## src/rtl/fifo_deq_serializer_if.sv

```systemverilog
// Handshake bundle between an upstream FIFO (first/deq) and a downstream
// enq method, as seen by the wide-to-narrow serializer.
interface fifo_deq_serializer_if #(
  parameter int DATA_WIDTH = 384,
  parameter int BEAT_WIDTH = 32
);
  logic [DATA_WIDTH-1:0] in_first;
  logic                  in_first__RDY;
  logic                  in_deq__RDY;
  logic                  in_deq__ENA;
  logic                  out_enq__RDY;
  logic                  out_enq__ENA;
  logic [BEAT_WIDTH-1:0] out_enq_v;

  // Serializer side: consumes the FIFO head and produces beats
  modport master (
    input  in_first,
    input  in_first__RDY,
    input  in_deq__RDY,
    input  out_enq__RDY,
    output in_deq__ENA,
    output out_enq__ENA,
    output out_enq_v
  );

  // Environment side: the upstream FIFO plus the downstream sink
  modport slave (
    output in_first,
    output in_first__RDY,
    output in_deq__RDY,
    output out_enq__RDY,
    input  in_deq__ENA,
    input  out_enq__ENA,
    input  out_enq_v
  );
endinterface

```

## src/rtl/fifo_deq_serializer.sv

```systemverilog
// Pulls one wide entry from an upstream FIFO and emits it as a stream of
// narrow beats, lowest beat first. A new entry can be captured in the same
// cycle the previous entry's last beat goes out, so entries stream without
// idle cycles in between.
module fifo_deq_serializer #(
  parameter int DATA_WIDTH = 384,
  parameter int BEAT_WIDTH = 32
) (
  input  logic                   CLK,
  input  logic                   RST,
  fifo_deq_serializer_if.master  bus,
  output logic                   busy,
  output logic [3:0]             beat_idx
);

  localparam int         NBEATS    = DATA_WIDTH / BEAT_WIDTH;
  localparam logic [3:0] LAST_BEAT = 4'(NBEATS - 1);

  typedef enum logic {
    IDLE,
    SEND
  } state_t;

  state_t                state_q, state_d;
  logic [DATA_WIDTH-1:0] data_q, data_d;
  logic [3:0]            beat_q, beat_d;

  logic                  sending;
  logic                  lastXfer;
  logic                  take;
  logic [BEAT_WIDTH-1:0] curBeat;

  assign sending  = (state_q == SEND);
  assign lastXfer = sending && (beat_q == LAST_BEAT) && bus.out_enq__RDY;
  assign take     = bus.in_first__RDY && bus.in_deq__RDY &&
                    ((state_q == IDLE) || lastXfer);
  assign curBeat  = data_q[beat_q*BEAT_WIDTH +: BEAT_WIDTH];

  // Outputs are forced quiet while RST is high so nothing is enqueued or
  // dequeued in a reset cycle, even when the registers still hold old state.
  assign bus.in_deq__ENA  = take && !RST;
  assign bus.out_enq__ENA = sending && bus.out_enq__RDY && !RST;
  assign bus.out_enq_v    = (sending && !RST) ? curBeat : '0;
  assign busy             = sending && !RST;
  assign beat_idx         = RST ? 4'd0 : beat_q;

  // Next-state: capture wins over the final beat so back-to-back entries
  // overlap; otherwise advance on each accepted beat and stop at the last.
  always_comb begin
    state_d = state_q;
    data_d  = data_q;
    beat_d  = beat_q;
    if (take) begin
      data_d  = bus.in_first;
      beat_d  = '0;
      state_d = SEND;
    end else if (sending && bus.out_enq__RDY) begin
      if (beat_q == LAST_BEAT) begin
        state_d = IDLE;
        beat_d  = '0;
      end else begin
        beat_d = beat_q + 4'd1;
      end
    end
  end

  // State registers with synchronous reset; a reset mid-entry drops it.
  always_ff @(posedge CLK) begin
    if (RST) begin
      state_q <= IDLE;
      data_q  <= '0;
      beat_q  <= '0;
    end else begin
      state_q <= state_d;
      data_q  <= data_d;
      beat_q  <= beat_d;
    end
  end

endmodule

```

## src/flat_wrapper.sv

```systemverilog
// flat-port wrapper written by rule: the top's interface ports become plain ports
module fifo_deq_serializer_flat 
#(
  parameter int DATA_WIDTH = 384,
  parameter int BEAT_WIDTH = 32
)
  (CLK, RST, busy, beat_idx, bus_in_first, bus_in_first__RDY, bus_in_deq__RDY, bus_out_enq__RDY, bus_in_deq__ENA, bus_out_enq__ENA, bus_out_enq_v);
  fifo_deq_serializer_if #(.DATA_WIDTH(DATA_WIDTH), .BEAT_WIDTH(BEAT_WIDTH)) bus_i ();
  input  logic CLK;
  input  logic RST;
  output logic busy;
  output logic [3:0] beat_idx;
  input wire logic [$bits(bus_i.in_first)-1:0] bus_in_first;
  input wire logic [$bits(bus_i.in_first__RDY)-1:0] bus_in_first__RDY;
  input wire logic [$bits(bus_i.in_deq__RDY)-1:0] bus_in_deq__RDY;
  input wire logic [$bits(bus_i.out_enq__RDY)-1:0] bus_out_enq__RDY;
  output wire logic [$bits(bus_i.in_deq__ENA)-1:0] bus_in_deq__ENA;
  output wire logic [$bits(bus_i.out_enq__ENA)-1:0] bus_out_enq__ENA;
  output wire logic [$bits(bus_i.out_enq_v)-1:0] bus_out_enq_v;
  assign bus_i.in_first = bus_in_first;
  assign bus_i.in_first__RDY = bus_in_first__RDY;
  assign bus_i.in_deq__RDY = bus_in_deq__RDY;
  assign bus_i.out_enq__RDY = bus_out_enq__RDY;
  assign bus_in_deq__ENA = bus_i.in_deq__ENA;
  assign bus_out_enq__ENA = bus_i.out_enq__ENA;
  assign bus_out_enq_v = bus_i.out_enq_v;
  fifo_deq_serializer #(.DATA_WIDTH(DATA_WIDTH), .BEAT_WIDTH(BEAT_WIDTH)) u_core (.CLK(CLK), .RST(RST), .bus(bus_i), .busy(busy), .beat_idx(beat_idx));
endmodule
```

## config.mk

```make
export PLATFORM = sky130hd
export DESIGN_NAME = fifo_deq_serializer_flat
export DESIGN_NICKNAME = d
export VERILOG_FILES = /design/src/rtl/fifo_deq_serializer_if.sv /design/src/rtl/fifo_deq_serializer.sv /design/src/flat_wrapper.sv
export SDC_FILE = /design/constraint.sdc
export NUM_CORES = 1
export LEC_CHECK = 0
export ABC_CLOCK_PERIOD_IN_PS = 4700
export BUFFER_PORTS_ARGS = -buffer_cell sky130_fd_sc_hd__clkbuf_2
export CAP_MARGIN = 25
export CORE_MARGIN = 10
export CORE_UTILIZATION = 57
export DETAILED_ROUTE_END_ITERATION = 12
export PLACE_DENSITY = 0.85
export SLEW_MARGIN = 20
export SYNTH_ARGS = -nofsm -noshare
export SYNTH_HDL_FRONTEND = slang
export SYNTH_SLANG_ARGS = --single-unit
```

## constraint.sdc

```tcl
create_clock -name CLK -period 4.7 [get_ports CLK]
set_clock_uncertainty 0.1 [all_clocks]
set_input_delay 0.94 -clock CLK [delete_from_list [all_inputs] [get_ports CLK]]
set_output_delay 0.94 -clock CLK [all_outputs]
set_load 0.03 [all_outputs]
```

==> summary.txt <==
STA
  – Final hold viol count: 0
  – Worst-Margin Slew: 0.952 ns
  – Slew margin rel.: 0.366
  – Final setup fails: 0
  – Crit share post-route: 0.838
  – Crit path time final: 3.94 ns
  – Setup TNS: 0 ns
  – Max Slew Vio Count: 0
  – RSZ-0062 raised after global routing: false
  – Fmax: 254 MHz

Drt
  – Drt first-iter violations: 1516
  – WL/cell: 21.2 um
  – Total length of routed wires: 58.1 mm
  – Detailed Routing Iterations Pass 1: 6
  – Final ANT Viol Nets: 0
  – Post-route DRC violation count: 0
  – Via density: 5.75
  – DR vias: 15800

Synth
  – Syn Inst Count: 2005
  – YS warnings: 0
  – Mapped Nets: 2395
  – Area share of the largest cell type after synthesis: 0.464
  – Register area share after synthesis: 0.464
  – Yosys reg bits: 389
  – Cell taking the most area after synthesis: dfxtp_1
  – Avg Cell Area, Syn: 8.37 sq um
  – Post-synthesis cell area: 16800 sq um
  – Largest cells by area after synthesis: dfxtp_1 46%, nand2_1 18%, a21oi_1 12%
  – Netlist cell types: 29

Setup path
  – Flop-to-flop setup slack: 1.59 ns
  – Crit end category: primary output
  – Worst R2R End: u_core.data_q[111]
  – Reg2Reg Depth: 8
  – Worst EP arrival: 2.90 ns
  – Critical Path Sink: bus_out_enq_v[9]
  – Startpoint types: flip-flop
  – Crit path max fanout: 29
  – Setup Crit Path Kind: reg2out
  – Beginning of the critical path: u_core.beat_q[0]
  – Worst path required time: 3.66 ns
  – FF-to-FF Start: u_core.beat_q[0]

Floorplan
  – Initial Utilization: 0.581
  – IO Pins: 428
  – # rows: 62
  – Die Area: 36700 sq um
  – Width of the die: 192 um
  – Die H: 192 um
  – Area of the core: 28900 sq um

CTS
  – Post_cts resized: 0
  – H-tree depth: 2
  – # Post-CTS Setup Buffers: 0
  – CTS Buf Count: 42
  – # hold bufs at CTS: 0
  – CTS sink count: 389
  – Worst-path clk slew: 0.06 ns
  – TritonCTS clock tree: done
  – Root Buffer: clkbuf_16
  – Clk buf depth: 3
  – Clk Latency, worst-skew pair: 0.52 ns

Placement
  – PortBufs: 427
  – Gpl congestion: 0.912
  – Dpl hpwl: 42.2 mm
  – Cell Area, Placed: 18700 sq um

Final layout
  – Area Growth Syn to Fin: 19.8%
  – Finished Cell Area: 20100 sq um
  – Fillers: 2252
  – Util after Layout: 0.696
  – Share of layout cells above drive strength 1: 0.276
  – Layout Nets: 2719

GRT
  – All-layer global routing usage: 0.301
  – First-pass GRT wire length: 86.4 mm
  – Overflow after GRT: 0
  – Initial antenna violation count: 3
  – Vias in the first global route: 15700
  – Largest net degree at the start of global routing: 207

Power
  – VDD IR-drop max: 0.271 mV
  – Psw: 0.00184 W
  – Cell Pwr Density: 377 nW/um^2
  – Sw Share: 0.243
  – P_int: 0.00573 W
  – Sequential share of power: 0.467
  – Comb power frac: 0.102
  – Lkg Pwr: 8.03 nW
  – Clock Power Share: 0.431

Flow run
  – MaxCap Viol Count: 0

Status
  – Outcome: complete, no violations

Hold path
  – Worst min path class: reg2reg
kinds of logic (layout without fill, tap and decap cells):
family / after synthesis / count (layout) / share of synthesized area
AO/OA/AOI/OAI: 456 / 456 / 0.144
other: 0 / 2 / 0
buffers and inverters: 173 / 525 / 0.0624
AND/OR/NAND/NOR: 856 / 856 / 0.199
multiplexers: 130 / 130 / 0.130
flip-flops: 389 / 389 / 0.464
adder cells (fa/ha/maj): 1 / 1 / 0.000746
worst max-delay path, cell delays in order (launching register included):
cell	delay (ns)
dfxtp_4	0.69
or2_2	0.56
o22ai_1	0.35
o31ai_1	0.46
clkbuf_2	0.29
synthesized netlist by cell type:
master	count
nor3_1	4
a21oi_1	387
mux4_2	64
buf_6	35
and3_1	1
mux2i_1	2
dfxtp_1	389
buf_2	57
ha_1	1
nand3_1	1
a311oi_1	1
buf_1	1
mux2_2	64
a21o_1	1
nor2_1	4
or2_2	1
and2_0	1
nor2b_1	36
o31ai_1	32
buf_4	17
nand2b_1	2
o21ai_0	2
o22ai_1	32
clkbuf_1	62
nand2_1	804
a211oi_1	1
inv_1	1
and2_1	1
nand4b_2	1
worst min-delay path by stage:
| stage | endpoint | cells past startpoint | startpoint |
|---|---|---|---|
| after floorplan | u_core.data_q[192] | 2 | u_core.data_q[192] |
| after CTS | u_core.data_q[177] | 2 | u_core.data_q[177] |
| final | u_core.data_q[177] | 2 | u_core.data_q[177] |
| after global routing | u_core.data_q[336] | 2 | u_core.data_q[336] |
| after global placement | u_core.data_q[245] | 2 | u_core.data_q[245] |
| after detailed placement | u_core.data_q[215] | 2 | u_core.data_q[215] |
power by group through the flow:
stage,logic (W),clock network (W),registers (W)
2_1_floorplan,0.000465,0,0.00357
3_3_place_gp,0.000733,0,0.00359
3_5_place_dp,0.000748,0,0.00360
4_1_cts,0.000754,0.00328,0.00353
5_1_grt,0.000834,0.00342,0.00355
6_report,0.000770,0.00326,0.00354
per-layer routing:
metal | vias up | share of wire | track usage
met5 | - | 0.00019 | 0
met4 | 2 | 0.067 | 0.197
met3 | 185 | 0.091 | 0.0720
met1 | 7404 | 0.38 | 0.358
li1 | 7347 | - | -
met2 | 829 | 0.47 | 0.478
placed cells by master (no fill, tap or decap), types with 8 or more instances in the layout:
cell type    n
buf_12       8
nand2_1    804
dfxtp_1    386
clkbuf_16   45
nor2b_1     36
o22ai_1     32
mux2_2      64
clkbuf_1     9
a21oi_1    386
clkbuf_8    11
o31ai_1     32
clkbuf_2   426
buf_4       15
mux4_2      64
final cells by class:
type / instances / area [sq um] / share of cell area
diodes: 2 / 5.00 / 0.000249
multi-input cells: 1443 / 7960 / 0.396
repair buffers: 452 / 2470 / 0.123
clock buffers: 65 / 1310 / 0.0653
flip-flops and latches: 389 / 7800 / 0.388
inverters: 1 / 3.75 / 0.000187
well taps: 384 / 480 / 0.0239
clock inverters: 7 / 62.6 / 0.00311
per-stage QoR:
stage | setup slack [ns] | cells | total power, W | hold slack, ns
6_report | 0.761 | 2743 | 0.00757 | 0.351
2_1_floorplan | 0.778 | 2005 | 0.00404 | 0.333
5_1_grt | 0.619 | 2743 | 0.00780 | 0.369
4_1_cts | 0.723 | 2739 | 0.00756 | 0.351
3_5_place_dp | 1.19 | 2667 | 0.00435 | 0.343
3_3_place_gp | 1.25 | 2667 | 0.00433 | 0.338
state kept, by name, indices dropped and copies added (netlist names):
name / count
u_core.beat_q: 4
u_core.data_q: 384
u_core.sending: 1
Note: power is estimated with default switching activity, not from simulation.
